<file path="src/rtl/alu_pkg.sv">
// Shared encodings for the registered ALU: opcodes,
// SLT compare modes and the control FSM states.
package alu_pkg;

  localparam logic [3:0] OP_AND  = 4'b0000;
  localparam logic [3:0] OP_OR   = 4'b0001;
  localparam logic [3:0] OP_ADD  = 4'b0010;
  localparam logic [3:0] OP_SUB  = 4'b0110;
  localparam logic [3:0] OP_NOR  = 4'b1100;
  localparam logic [3:0] OP_NAND = 4'b1101;
  localparam logic [3:0] OP_SLT  = 4'b0111;
  localparam logic [3:0] OP_MUL  = 4'b1000;

  localparam logic [2:0] CMP_LT = 3'b000;
  localparam logic [2:0] CMP_GT = 3'b001;
  localparam logic [2:0] CMP_LE = 3'b010;
  localparam logic [2:0] CMP_GE = 3'b011;
  localparam logic [2:0] CMP_EQ = 3'b100;
  localparam logic [2:0] CMP_NE = 3'b101;

  typedef enum logic [1:0] {
    S_IDLE,
    S_MUL,
    S_DONE
  } state_t;

endpackage

</file>
<file path="src/rtl/alu_seq_if.sv">
// Request/response bundle between decode, the ALU
// and the writeback mux.
interface alu_seq_if #(
  parameter int WIDTH = 32
);

  logic             in_valid;
  logic             in_ready;
  logic [WIDTH-1:0] src1;
  logic [WIDTH-1:0] src2;
  logic [3:0]       ALU_control;
  logic [2:0]       bonus_control;
  logic             out_valid;
  logic             out_ready;
  logic [WIDTH-1:0] result;
  logic             zero;
  logic             cout;
  logic             overflow;
  logic             illegal;

  modport master (
    output in_valid, src1, src2,
    output ALU_control, bonus_control,
    output out_ready,
    input  in_ready, out_valid, result,
    input  zero, cout, overflow, illegal
  );

  modport slave (
    input  in_valid, src1, src2,
    input  ALU_control, bonus_control,
    input  out_ready,
    output in_ready, out_valid, result,
    output zero, cout, overflow, illegal
  );

endinterface

</file>
<file path="src/rtl/alu_mul_seq.sv">
// Unsigned shift-add multiplier, one multiplier bit
// per cycle, LSB first, 2*WIDTH-bit accumulator.
module alu_mul_seq #(
  parameter int WIDTH = 32
) (
  input  logic               clk,
  input  logic               rst_n,
  input  logic               start,
  input  logic [WIDTH-1:0]   a,
  input  logic [WIDTH-1:0]   b,
  output logic               busy,
  output logic               done,
  output logic [2*WIDTH-1:0] product
);

  localparam int CW = $clog2(WIDTH);
  localparam logic [CW-1:0] LAST = CW'(WIDTH - 1);

  logic [2*WIDTH-1:0] a_sh;
  logic [2*WIDTH-1:0] acc;
  logic [WIDTH-1:0]   b_sh;
  logic [CW-1:0]      cnt;
  logic               run;

  always_ff @(posedge clk or negedge rst_n) begin
    if (!rst_n) begin
      a_sh <= '0;
      b_sh <= '0;
      acc  <= '0;
      cnt  <= '0;
      run  <= 1'b0;
    end else if (start) begin
      a_sh <= {{WIDTH{1'b0}}, a};
      b_sh <= b;
      acc  <= '0;
      cnt  <= '0;
      run  <= 1'b1;
    end else if (run) begin
      acc  <= acc + (b_sh[0] ? a_sh : '0);
      a_sh <= a_sh << 1;
      b_sh <= b_sh >> 1;
      cnt  <= cnt + CW'(1);
      if (cnt == LAST)
        run <= 1'b0;
    end
  end

  // done marks the cycle whose edge folds in the last bit
  assign busy    = run;
  assign done    = run && (cnt == LAST);
  assign product = acc;

endmodule

</file>
<file path="src/rtl/alu_seq.sv">
// Registered ALU with valid/ready on both sides and
// a multi-cycle unsigned multiply.
module alu_seq
  import alu_pkg::*;
#(
  parameter int WIDTH  = 32,
  parameter bit MUL_EN = 1'b1
) (
  input  logic      clk,
  input  logic      rst_n,
  alu_seq_if.slave  bus
);

  state_t state_q, state_d;

  logic [WIDTH-1:0]   a, b;
  logic [3:0]         op;
  logic [2:0]         bc;
  logic [WIDTH:0]     sum, diff;
  logic               ov_add, ov_sub;
  logic               lt, eq, cmp, cmp_ok;
  logic [WIDTH-1:0]   res_d;
  logic               cout_d, ov_d, ill_d;
  logic               is_mul;
  logic               accept, drain;
  logic               load, load_mul, mul_start;
  logic               mul_busy, mul_done;
  logic [2*WIDTH-1:0] product;

  logic [WIDTH-1:0]   res_q;
  logic               out_valid_q;
  logic               zero_q, cout_q, ov_q, ill_q;

  assign a  = bus.src1;
  assign b  = bus.src2;
  assign op = bus.ALU_control;
  assign bc = bus.bonus_control;

  assign sum  = {1'b0, a} + {1'b0, b};
  assign diff = {1'b0, a} + {1'b0, ~b}
              + {{WIDTH{1'b0}}, 1'b1};

  assign ov_add = (a[WIDTH-1] == b[WIDTH-1])
               && (sum[WIDTH-1] != a[WIDTH-1]);
  assign ov_sub = (a[WIDTH-1] != b[WIDTH-1])
               && (diff[WIDTH-1] != a[WIDTH-1]);
  assign lt = diff[WIDTH-1] ^ ov_sub;
  assign eq = (a == b);

  always_comb begin
    cmp    = 1'b0;
    cmp_ok = 1'b1;
    unique case (1'b1)
      bc == CMP_LT: cmp = lt;
      bc == CMP_GT: cmp = !lt && !eq;
      bc == CMP_LE: cmp = lt || eq;
      bc == CMP_GE: cmp = !lt;
      bc == CMP_EQ: cmp = eq;
      bc == CMP_NE: cmp = !eq;
      default:      cmp_ok = 1'b0;
    endcase
  end

  always_comb begin
    res_d  = '0;
    cout_d = 1'b0;
    ov_d   = 1'b0;
    ill_d  = 1'b0;
    is_mul = 1'b0;
    unique case (1'b1)
      op == OP_AND:  res_d = a & b;
      op == OP_OR:   res_d = a | b;
      op == OP_NOR:  res_d = ~(a | b);
      op == OP_NAND: res_d = ~(a & b);
      op == OP_ADD: begin
        res_d  = sum[WIDTH-1:0];
        cout_d = sum[WIDTH];
        ov_d   = ov_add;
      end
      op == OP_SUB: begin
        res_d  = diff[WIDTH-1:0];
        cout_d = diff[WIDTH];
        ov_d   = ov_sub;
      end
      op == OP_SLT: begin
        if (cmp_ok) begin
          res_d  = {{(WIDTH-1){1'b0}}, cmp};
          cout_d = diff[WIDTH];
          ov_d   = ov_sub;
        end else begin
          ill_d = 1'b1;
        end
      end
      (op == OP_MUL) && MUL_EN: is_mul = 1'b1;
      default: ill_d = 1'b1;
    endcase
  end

  assign bus.in_ready = rst_n
                     && (state_q == S_IDLE)
                     && !mul_busy
                     && (!out_valid_q || bus.out_ready);
  assign accept = bus.in_valid && bus.in_ready;
  assign drain  = out_valid_q && bus.out_ready;

  always_comb begin
    state_d   = state_q;
    load      = 1'b0;
    load_mul  = 1'b0;
    mul_start = 1'b0;
    unique case (state_q)
      S_IDLE: begin
        if (accept) begin
          if (is_mul) begin
            mul_start = 1'b1;
            state_d   = S_MUL;
          end else begin
            load = 1'b1;
          end
        end
      end
      S_MUL: begin
        if (mul_done)
          state_d = S_DONE;
      end
      S_DONE: begin
        load_mul = 1'b1;
        state_d  = S_IDLE;
      end
      default: state_d = S_IDLE;
    endcase
  end

  always_ff @(posedge clk or negedge rst_n) begin
    if (!rst_n)
      state_q <= S_IDLE;
    else
      state_q <= state_d;
  end

  alu_mul_seq #(
    .WIDTH (WIDTH)
  ) u_mul (
    .clk     (clk),
    .rst_n   (rst_n),
    .start   (mul_start),
    .a       (a),
    .b       (b),
    .busy    (mul_busy),
    .done    (mul_done),
    .product (product)
  );

  always_ff @(posedge clk or negedge rst_n) begin
    if (!rst_n) begin
      out_valid_q <= 1'b0;
      res_q       <= '0;
      zero_q      <= 1'b0;
      cout_q      <= 1'b0;
      ov_q        <= 1'b0;
      ill_q       <= 1'b0;
    end else if (load) begin
      out_valid_q <= 1'b1;
      res_q       <= res_d;
      zero_q      <= (res_d == '0);
      cout_q      <= cout_d;
      ov_q        <= ov_d;
      ill_q       <= ill_d;
    end else if (load_mul) begin
      out_valid_q <= 1'b1;
      res_q       <= product[WIDTH-1:0];
      zero_q      <= (product[WIDTH-1:0] == '0);
      cout_q      <= 1'b0;
      ov_q        <= |product[2*WIDTH-1:WIDTH];
      ill_q       <= 1'b0;
    end else if (drain) begin
      out_valid_q <= 1'b0;
    end
  end

  assign bus.out_valid = out_valid_q;
  assign bus.result    = res_q;
  assign bus.zero      = zero_q;
  assign bus.cout      = cout_q;
  assign bus.overflow  = ov_q;
  assign bus.illegal   = ill_q;

endmodule

</file>
<file path="src/flat_wrapper.sv">
// flat-port wrapper written by rule: the top's interface ports become plain ports
module alu_seq_flat import alu_pkg::*;
#(
  parameter int WIDTH  = 32,
  parameter bit MUL_EN = 1'b1
)
  (clk, rst_n, bus_in_valid, bus_src1, bus_src2, bus_ALU_control, bus_bonus_control, bus_out_ready, bus_in_ready, bus_out_valid, bus_result, bus_zero, bus_cout, bus_overflow, bus_illegal);
  alu_seq_if #(.WIDTH(WIDTH)) bus_i ();
  input  logic clk;
  input  logic rst_n;
  input wire logic [$bits(bus_i.in_valid)-1:0] bus_in_valid;
  input wire logic [$bits(bus_i.src1)-1:0] bus_src1;
  input wire logic [$bits(bus_i.src2)-1:0] bus_src2;
  input wire logic [$bits(bus_i.ALU_control)-1:0] bus_ALU_control;
  input wire logic [$bits(bus_i.bonus_control)-1:0] bus_bonus_control;
  input wire logic [$bits(bus_i.out_ready)-1:0] bus_out_ready;
  output wire logic [$bits(bus_i.in_ready)-1:0] bus_in_ready;
  output wire logic [$bits(bus_i.out_valid)-1:0] bus_out_valid;
  output wire logic [$bits(bus_i.result)-1:0] bus_result;
  output wire logic [$bits(bus_i.zero)-1:0] bus_zero;
  output wire logic [$bits(bus_i.cout)-1:0] bus_cout;
  output wire logic [$bits(bus_i.overflow)-1:0] bus_overflow;
  output wire logic [$bits(bus_i.illegal)-1:0] bus_illegal;
  assign bus_i.in_valid = bus_in_valid;
  assign bus_i.src1 = bus_src1;
  assign bus_i.src2 = bus_src2;
  assign bus_i.ALU_control = bus_ALU_control;
  assign bus_i.bonus_control = bus_bonus_control;
  assign bus_i.out_ready = bus_out_ready;
  assign bus_in_ready = bus_i.in_ready;
  assign bus_out_valid = bus_i.out_valid;
  assign bus_result = bus_i.result;
  assign bus_zero = bus_i.zero;
  assign bus_cout = bus_i.cout;
  assign bus_overflow = bus_i.overflow;
  assign bus_illegal = bus_i.illegal;
  alu_seq #(.WIDTH(WIDTH), .MUL_EN(MUL_EN)) u_core (.clk(clk), .rst_n(rst_n), .bus(bus_i));
endmodule
</file>
<file path="config.mk">
export PLATFORM = sky130hd
export DESIGN_NAME = alu_seq_flat
export DESIGN_NICKNAME = d
export VERILOG_FILES = /design/src/rtl/alu_pkg.sv /design/src/rtl/alu_seq_if.sv /design/src/rtl/alu_mul_seq.sv /design/src/rtl/alu_seq.sv /design/src/flat_wrapper.sv
export SDC_FILE = /design/constraint.sdc
export NUM_CORES = 1
export LEC_CHECK = 0
export CORE_MARGIN = 1.5
export CORE_UTILIZATION = 45
export CTS_BUF_LIST = sky130_fd_sc_hd__clkbuf_2 sky130_fd_sc_hd__clkbuf_4 sky130_fd_sc_hd__clkbuf_8
export CTS_CLUSTER_DIAMETER = 30
export DETAILED_ROUTE_END_ITERATION = 10
export GPL_TIMING_DRIVEN = 0
export SLEW_MARGIN = 20
export SYNTH_ARGS = -nofsm -noshare
export SYNTH_HDL_FRONTEND = slang
export SYNTH_SLANG_ARGS = --single-unit
</file>
<file path="constraint.sdc">
create_clock -name clk -period 9.2 [get_ports clk]
set_input_delay 2.3 -clock clk [delete_from_list [all_inputs] [get_ports clk]]
set_output_delay 2.3 -clock clk [all_outputs]
set_load 0.01 [all_outputs]
</file>
== After elaboration in Yosys (flattened, before gate mapping) ==
Index checks and enable logic that the tools add are counted.
W data, S select, Z words.

* Input port bits: 75
* Output and inout bits: 38
* Bits in registers: 205
* Word-level logic and storage cells: 119

* Reduce and logical (&&, ||, !) cells: 27
* Eq/ne operators: 23
* Add/subtract/negate cells: 5
* Bitwise gates (word level): 6
* Mux-type cells: 46

{| class="wikitable"
|+ Operators with widths
! operator !! number
|-
| $mux W64 || 5
|-
| $pmux W32 S7 || 1
|-
| $mux W32 || 4
|-
| $not A32 Y32 || 3
|-
| $add A32 B32 Y33 || 2
|-
| $add A64 B64 Y64 || 1
|-
| $logic_not A32 Y1 || 2
|-
| $add A33 B1 Y33 const B || 1
|-
| $and A32 B32 Y32 || 1
|-
| $eq A32 B32 Y1 || 1
|-
| $or A32 B32 Y32 || 1
|-
| $reduce_or A32 Y1 || 1
|-
| $mux W1 || 26
|-
| $eq A4 B4 Y1 const B || 3
|-
| $mux W5 || 2
|-
| $logic_and A1 B1 Y1 || 9
|-
| $eq A4 B3 Y1 const B || 2
|-
| $reduce_or A7 Y1 || 1
|-
| $eq A3 B2 Y1 const B || 2
|-
| $eq A3 B3 Y1 const B || 2
|-
| $mux W2 || 3
|-
| $ne A2 B1 Y1 const B || 3
|-
| $pmux W1 S3 || 2
|-
| $pmux W1 S6 || 1
|-
| other kinds (21) || 28
|}

== Longest topological paths before layout ==
Gate-level depths: netlist of run 1.

* Word-level depth: 13
* Gate-level depth with buffers: 26
* Gate-level depth less buffers: 25

== Modules after synthesis ==
Synthesis of run 1 repeated with hierarchy kept, for this count alone.

* Cell total of the unflattened synthesis: 2452
* Area total of the unflattened synthesis: 19743.9 um^2

{| class="wikitable"
|+ Modules (own cells, without submodules)
! module !! area each (um^2) !! cells an instance !! instances !! sequential area each (um^2)
|-
| alu_mul_seq || 11598.6 || 1325 || 1 || 4154.0
|-
| alu_seq || 8145.3 || 1127 || 1 || 975.9
|}

== Least setup slack after synthesis of run 1 ==
Ideal clock, no wire load.

* Path kind: input to register
* From: input port bus_src2[17]
* To: register u_core.zero_q (netlist: u_core.bus.zero)
* Setup slack: 2.339 ns
* Stages: 23
* Arrival time: 6.757 ns
* Required time: 9.096 ns
* Cell sequence: inv_1 ha_1 buf_2 or4_4 nor3_2 nand2_1 a211o_1 and4b_4 o41ai_1 a21oi_1 o21ai_0 a21oi_1 nor2_1 nor2_1 fa_1 a221o_2 a31oi_1 nand4_1 nor4_1 nand4_1 and4bb_1 nand4_1 o41ai_2

* Cells in the longest elaborated chain, start to end: 13
* Elaborated cells between the ends (all ways): 21

{| class="wikitable"
|+ RTL lines
! element !! RTL line !! RTL
|-
| start: declaration || flat_wrapper.sv:13 || <nowiki>input wire logic [$bits(bus_i.src2)-1:0] bus_src2;</nowiki>
|-
| $not A32 Y32 || alu_seq.sv:40 || <nowiki>assign diff = {1'b0, a} + {1'b0, ~b}</nowiki>
|-
| $add A32 B32 Y33 || alu_seq.sv:40 ||
|-
| $add A33 B1 Y33 || alu_seq.sv:41 || <nowiki>+ {{WIDTH{1'b0}}, 1'b1};</nowiki>
|-
| $ne A1 B1 Y1 || alu_seq.sv:46 || <nowiki>&& (diff[WIDTH-1] != a[WIDTH-1]);</nowiki>
|-
| $logic_and A1 B1 Y1 || alu_seq.sv:46 ||
|-
| $xor A1 B1 Y1 || alu_seq.sv:47 || <nowiki>assign lt = diff[WIDTH-1] ^ ov_sub;</nowiki>
|-
| $logic_not A1 Y1 || alu_seq.sv:55, alu_seq.sv:57 ||
|-
| $logic_and A1 B1 Y1 || alu_seq.sv:55 || <nowiki>bc == CMP_GT: cmp = !lt && !eq;</nowiki>
|-
| $pmux W1 S6 || alu_seq.sv:53 || <nowiki>unique case (1'b1)</nowiki>
|-
| $mux W1 || alu_seq.sv:86 || <nowiki>if (cmp_ok) begin</nowiki>
|-
| $pmux W32 S7 (*) || alu_seq.sv:70 || <nowiki>unique case (1'b1)</nowiki>
|-
| $logic_not A32 Y1 (*) || alu_seq.sv:165 || <nowiki>zero_q <= (res_d == '0);</nowiki>
|-
| $mux W1 (*) || alu_seq.sv:162 || <nowiki>end else if (load) begin</nowiki>
|-
| end signal: assignment || alu_seq.sv:165 ||
|-
| end signal: assignment || alu_seq.sv:172 || <nowiki>zero_q <= (product[WIDTH-1:0] == '0);</nowiki>
|-
| end: declaration || alu_seq.sv:32 || <nowiki>logic zero_q, cout_q, ov_q, ill_q;</nowiki>
|}

Mark *: on every way between the ends. The rest lies on a longest branch, timed or not.
A chain may end at the register's enable or synchronous reset.

== Final worst setup path of run 1 ==
* From: input port bus_src1[17]
* To: register u_core.zero_q (netlist: u_core.bus.zero)

* Cells in the longest elaborated chain, start to end: 12
* Elaborated cells between the ends (all ways): 20

{| class="wikitable"
|+ RTL lines
! element !! RTL line !! RTL
|-
| start: declaration || flat_wrapper.sv:12 || <nowiki>input wire logic [$bits(bus_i.src1)-1:0] bus_src1;</nowiki>
|-
| $add A32 B32 Y33 || alu_seq.sv:40 ||
|-
| $add A33 B1 Y33 || alu_seq.sv:41 ||
|-
| $ne A1 B1 Y1 || alu_seq.sv:46 ||
|-
| $logic_and A1 B1 Y1 || alu_seq.sv:46 ||
|-
| $xor A1 B1 Y1 || alu_seq.sv:47 ||
|-
| $logic_not A1 Y1 || alu_seq.sv:55, alu_seq.sv:57 ||
|-
| $logic_and A1 B1 Y1 || alu_seq.sv:55 ||
|-
| $pmux W1 S6 || alu_seq.sv:53 ||
|-
| $mux W1 || alu_seq.sv:86 ||
|-
| $pmux W32 S7 (*) || alu_seq.sv:70 ||
|-
| $logic_not A32 Y1 (*) || alu_seq.sv:165 ||
|-
| $mux W1 (*) || alu_seq.sv:162 ||
|}

Marked as above.

==> flow_summary.ini, run 1 <==
[floorplan]
die_h_um = 204
core_um2 = 39800
num_rows = 73
initial_utilization_pct = 45.7
ios = 113
die_width_um = 204
die-area_um2 = 41600

[worst_setup_path]
regToRegStartpoint = u_core.u_mul.b_sh[0]
reg2reg_slack_ps = 4100
critPathCaptureType = register
crit_path_cell_trace = clkdlybuf4s50_1, inv_1, ha_1, buf_2, or4_4, nor3_2, nand2_1, a211o_1, and4b_4, o41ai_1, a21oi_1, o21ai_0, a21oi_1, nor2_1, nor2_1, fa_1, a221o_2, a31oi_1, nand4_1, nor4_1, nand4_1, and4bb_1, nand4_1, o41ai_2
cp.required_ps = 9740
crit_path_top_delay_cell = clkdlybuf4s50_1
reg2reg_to = u_core.u_mul.product[62]
cp.buffers_inverters = 3
r2r_cells = 15
crit_type = in -> reg
crit_arrival_ps = 9060
slowest_delay_ps = 640
cp-start-kind = primary input
path_max_fanout = 9
crit_top_cell = nand4_1
critPathTopFamily = simple AND/OR/NAND/NOR gates

[power]
leakage_nw = 9.62
p_per_area_nw_per_um2 = 219
peakVddDrop_v = 0.000185

[drt]
drc = 0
vias_per_cell = 6.25
wl_per_cell_um = 23.5
drtIter0Drc = 1792
dr.pass1.iters = 5
via_count = 19000
drtAntennaViolNets = 0
routed_wl_um = 71500

[sta]
tns_ps = 0
max_freq_mhz = 117
worstMarginPinSlew_ps = 1220
fin_crit_sh_pct = 92.6
layout_min_cycle_time_ps = 8520
max_slew_margin_pct = 18.5
finalSetupViolCount = 0
finalMaxSlewViolations = 0
hold_violations = 0
fin_skew_ps = 17.0
rsz0062_at_grt = false

[cts]
clock_sinks = 205
cts.clk_slew.worst_paths_ps = 50
root_buffer = clkbuf_8
clk-insertion-delay-late_ps = 660
ctsHoldBuffers = 0
cts_setup_buffers = 0
h-tree-depth = 2
cts_resized = 0
cts_buffers = 56
clock_path_buffers = 3
cts_tree = yes

[synthesis]
ys_ff_latch = 205
synth_cells = 2305
synth_warnings = 0
synth_common_cells = 415 x nand2_1, 205 x dfrtp_1, 173 x o21ai_0
synth_mux_area_share_pct = 0.454
mappedNetlistNets = 2545
synth_most_common_cell = nand2_1
synth-compound-area-share_pct = 29.0
synth_area_leader_cell = dfrtp_1
synth_area_leaders = dfrtp_1 28%, ha_1 11%, nand2_1 8.6%
synth_top_family_by_area = compound AO/OA/AOI/OAI gates
async_flop_share_pct = 100
synth_cell_types = 100
netlist.area_leader.share_pct = 28.2
synth-edff-count = 0
synth.avg_cell_area_um2 = 7.89
synth_fa_ha_area_share_pct = 11.5
synthXorXnorAreaFrac_pct = 2.89
yosysSeqAreaShare_pct = 28.2
synth.cell_area_um2 = 18200
ys.flop_type = dfrtp_1
synth-simple-area-share_pct = 22.4

[run]
drv_cap = 0

[global_route]
track_usage_pct = 34.3
grt_pass1_vias = 18300
grt_max_degree = 95
antenna_found_initial = 1
overflow = 0
grt_pass1_wl_um = 110000

[layout]
drive_gt1_share_pct = 7.62
fin_nets = 2715
diodes = 0
area_growth_pct = 17.4
final_util_pct = 53.7

[placement]
globalplace.congestion = 0.966
hpwl_um = 55200
portBuffers = 110

[outcome]
status = completed

[worst_hold_path]
hold_path.class = reg -> reg
hold_path_end = u_core.u_mul.b_sh[8]
min_from = u_core.u_mul.b_sh[8]
hold_depth = 2
[layout make-up]
| class | instances | area, um^2 |
|---|---|---|
| inverter | 105 | 394 |
| tap | 525 | 657 |
| clock inverter | 24 | 315 |
| buffer | 150 | 609 |
| timing repair buffer | 112 | 1160 |
| sequential | 205 | 5130 |
| fill | 3905 | 18500 |
| multi-input combinational | 1845 | 12100 |
| clock buffer | 79 | 1040 |
[flip-flops by register name (all words and copies together) (netlist names)]
name	count
u_core.bus.zero	1
u_core.bus.illegal	1
u_core.u_mul.a_sh	64
u_core.u_mul.cnt	5
u_core.bus.overflow	1
u_core.u_mul.product	64
u_core.bus.out_valid	1
u_core.state_q	2
u_core.u_mul.busy	1
u_core.u_mul.b_sh	32
u_core.bus.cout	1
u_core.bus.result	32
[cell families (layout without fill, tap and decap cells)]
family,after synthesis,after routing
adder cells (fa/ha/maj),165,165
multiplexers,8,8
AO/OA/AOI/OAI,755,755
XOR/XNOR,60,60
AND/OR/NAND/NOR,857,857
flip-flops,205,205
buffers and inverters,255,470
[power breakdown]
part	internal [mW]	switching [mW]
registers	1.22	0.301
clock network	0.902	0.539
logic	0.651	1.06
total	2.78	1.90
[worst max path at each step]
stage,end,cells after the start,slack [ps],startpoint
finish,u_core.bus.zero,24,680,bus_src1[17]
global route,u_core.bus.zero,24,400,bus_src1[17]
CTS,u_core.bus.zero,24,760,bus_src1[17]
detailed placement,u_core.bus.zero,24,100,bus_src1[17]
global placement,bus_in_ready,4,-5020,rst_n
floorplan,u_core.bus.zero,23,2340,bus_src2[17]
[tightest hold or removal path, cell delays in order (launching register included)]
cell and delay, ps:
dfrtp_1 340, nand2_1 50, nand2_1 50
[cell usage in the layout, fill, tap and decap left out, types with 26 or more instances in the layout]
master	n
nor3_1	48
clkdlybuf4s50_1	109
nor2_1	111
nor4_1	26
a22oi_1	81
clkbuf_1	121
and2_1	69
dfrtp_1	205
nand2_1	415
nand3_1	35
inv_1	104
o21ai_0	173
a21oi_1	134
a21o_1	44
a221oi_1	26
xnor2_1	29
ha_1	161
clkbuf_8	71
xor2_1	31
a211oi_1	27
[through the flow]
stage | worst slack (ps) | hold WS (ps) | power (mW) | std cells | area, um^2
final | 679 | 474 | 4.67 | 3045 | 21400
after global routing | 401 | 495 | 4.96 | 3045 | 21400
after CTS | 763 | 476 | 4.67 | 3045 | 21400
after detailed placement | 95.1 | 463 | 3.20 | 2942 | 20000
after global placement | -5020 | 458 | 3.17 | 2940 | 20000
after floorplan | 2340 | 446 | 2.52 | 2305 | 18200
[layer usage]
| metal | routed length [um] | global-route usage [%] | share of wire, % | vias to the layer above |
|---|---|---|---|---|
| li1 | - | - | - | 8789 |
| met3 | 6420 | 6.57 | 9.0 | 143 |
| met4 | 3120 | 15.4 | 4.4 | 0 |
| met1 | 32800 | 49.5 | 46 | 9227 |
| met5 | 0 | 0 | 0 | - |
| met2 | 29100 | 49.2 | 41 | 887 |
Power figures use the tool's default switching activity.
==> inputs of run 2 (changes only) <==
CORE_UTILIZATION = 32   (was 45)
SETUP_SLACK_MARGIN = 0.15   (was unset)
==> flow_summary.ini, run 2 (synthesis results as in run 1) <==
[layout]
final_common_cell = nand2_1
fin_nets = 2718
layout_common_cells = 415 x nand2_1, 205 x dfrtp_1, 173 x o21ai_0
drive_gt1_share_pct = 7.87
area_growth_pct = 19.2
fillCellCount = 5814
stdcell_area_um2 = 21700

[sta]
max_freq_mhz = 114
layout_min_cycle_time_ps = 8750
fin_skew_ps = 64.0
rsz0062_at_grt = false
finalSetupViolCount = 0
max_slew_margin_pct = 33.5
finalMaxSlewViolations = 0
fin_crit_sh_pct = 95.1
worstMarginPinSlew_ps = 998
worst_slack_ps = 454
hold_violations = 0

[placement]
pre_cts_slack_ps = 88.2
portBuffers = 110
placed_area_um2 = 20300
hpwl_um = 56700
globalplace.congestion = 0.947

[global_route]
grt_pass1_vias = 18400
antenna_found_initial = 1
grt_max_degree = 88
track_usage_pct = 25.2
overflow = 0
grt_pass1_wl_um = 112000

[drt]
wl_per_cell_um = 22.5
drc = 0
drtIter0Drc = 2041
drtAntennaViolNets = 0
routed_wl_um = 74000
vias_per_cell = 5.83
via_count = 19100
dr.pass1.iters = 6

[cts]
clock_path_buffers = 3
h-tree-depth = 2
cts_setup_buffers = 0
clock_sinks = 205
clk-insertion-delay-late_ps = 700
cts.clk_slew.worst_paths_ps = 50
root_buffer = clkbuf_8
ctsHoldBuffers = 0
cts_buffers = 59
cts_resized = 0
cts_tree = yes

[worst_setup_path]
path_max_fanout = 9
crit_type = in -> reg
cp.required_ps = 9730
critPathCaptureType = register
critPathTopFamily = simple AND/OR/NAND/NOR gates
regToRegStartpoint = u_core.u_mul.b_sh[0]
slowest_delay_ps = 640
crit_path_top_delay_cell = clkdlybuf4s50_1
crit_arrival_ps = 9280
cp.buffers_inverters = 3
crit_top_cell = nand4_1
crit_path_cell_trace = clkdlybuf4s50_1, inv_1, ha_1, buf_2, or4_4, nor3_2, nand2_1, a211o_1, and4b_4, o41ai_1, a21oi_1, o21ai_0, a21oi_1, nor2_1, nor2_1, fa_1, a221o_2, a31oi_1, nand4_1, nor4_1, nand4_1, and4bb_1, nand4_1, o41ai_2
cp-start-kind = primary input
crit_path_start = bus_src1[17]

[floorplan]
die-area_um2 = 58300
num_rows = 87
die_width_um = 241
core_um2 = 56300
die_h_um = 241
initial_utilization_pct = 32.3
ios = 113

[run]
drv_cap = 0

[worst_hold_path]
min_from = u_core.u_mul.b_sh[3]
hold_path.class = reg -> reg

[power]
p_per_area_nw_per_um2 = 217
finalPower_mw = 4.70
peakVddDrop_v = 0.000127
leakage_nw = 9.66

[outcome]
status = completed
## run 2: cell count changes in the layout (fill, tap and decap cells not counted)
cell,before,now
inv_8,1,0
clkinvlp_4,5,4
clkbuf_4,8,10
clkinv_4,4,0
diode_2,0,1
clkinv_2,7,17
inv_12,0,1
## run 2: stage by stage
| stage | hold WS, ps | std cells | utilization [%] | setup TNS, ps |
|---|---|---|---|---|
| detailed placement | 464 | 3173 | 36.1 | 0 |
| global route | 498 | 3284 | 38.5 | 0 |
| global placement | 460 | 3171 | 36.0 | -1436940 |
| floorplan | 446 | 2305 | - | 0 |
| finish | 471 | 3284 | 38.5 | 0 |
| CTS | 477 | 3283 | 38.5 | 0 |
## run 2: layer usage
layer | share of wire [%] | wire, um | global-route usage [%]
met2 | 41 | 30400 | 36.9
met4 | 4.1 | 3020 | 10.3
met3 | 8.2 | 6050 | 5.04
met1 | 47 | 34500 | 35.9
met5 | 0 | 0 | 0
## run 2: layout make-up
class / count / area [um^2] / area share, %
Clock inverter: 29 / 328 / 1.51
Inverter: 105 / 394 / 1.82
Timing Repair Buffer: 112 / 1160 / 5.35
Clock buffer: 81 / 1050 / 4.85
Antenna cell: 1 / 2.50 / 0.0115
Sequential cell: 205 / 5130 / 23.7
Buffer: 150 / 609 / 2.81
Multi-Input combinational cell: 1845 / 12100 / 55.6
Tap cell: 756 / 946 / 4.36
## run 2: where the power goes
group / switching (mW) / leakage (nW) / internal (mW)
sequential: 0.318 / 2.70 / 1.22
clock: 0.541 / 0.723 / 0.913
combinational: 1.05 / 6.23 / 0.650
## run 2: worst paths after layout
path	to	slack, ps	cells after the start
worst max-delay path	u_core.bus.zero	450	24
worst min-delay path	u_core.u_mul.b_sh[3]	470	2
worst max register to register	u_core.u_mul.product[36]	4320	14
worst min register to register	u_core.u_mul.b_sh[3]	470	2
max in group asynchronous	u_core.u_mul.product[23]	6490	3
min in group asynchronous	u_core.u_mul.b_sh[8]	1470	1
## run 2: worst register-to-register path: cells and delay by family (launching register included)
kind | cells | cell delay (ps)
adders and majority gates | 1 | 120
and+or+nand+nor | 5 | 2000
xor gates and xnor gates | 1 | 150
buffers and inverters | 3 | 1290
AOI/OAI and AO/OA | 4 | 850
DFF | 1 | 330
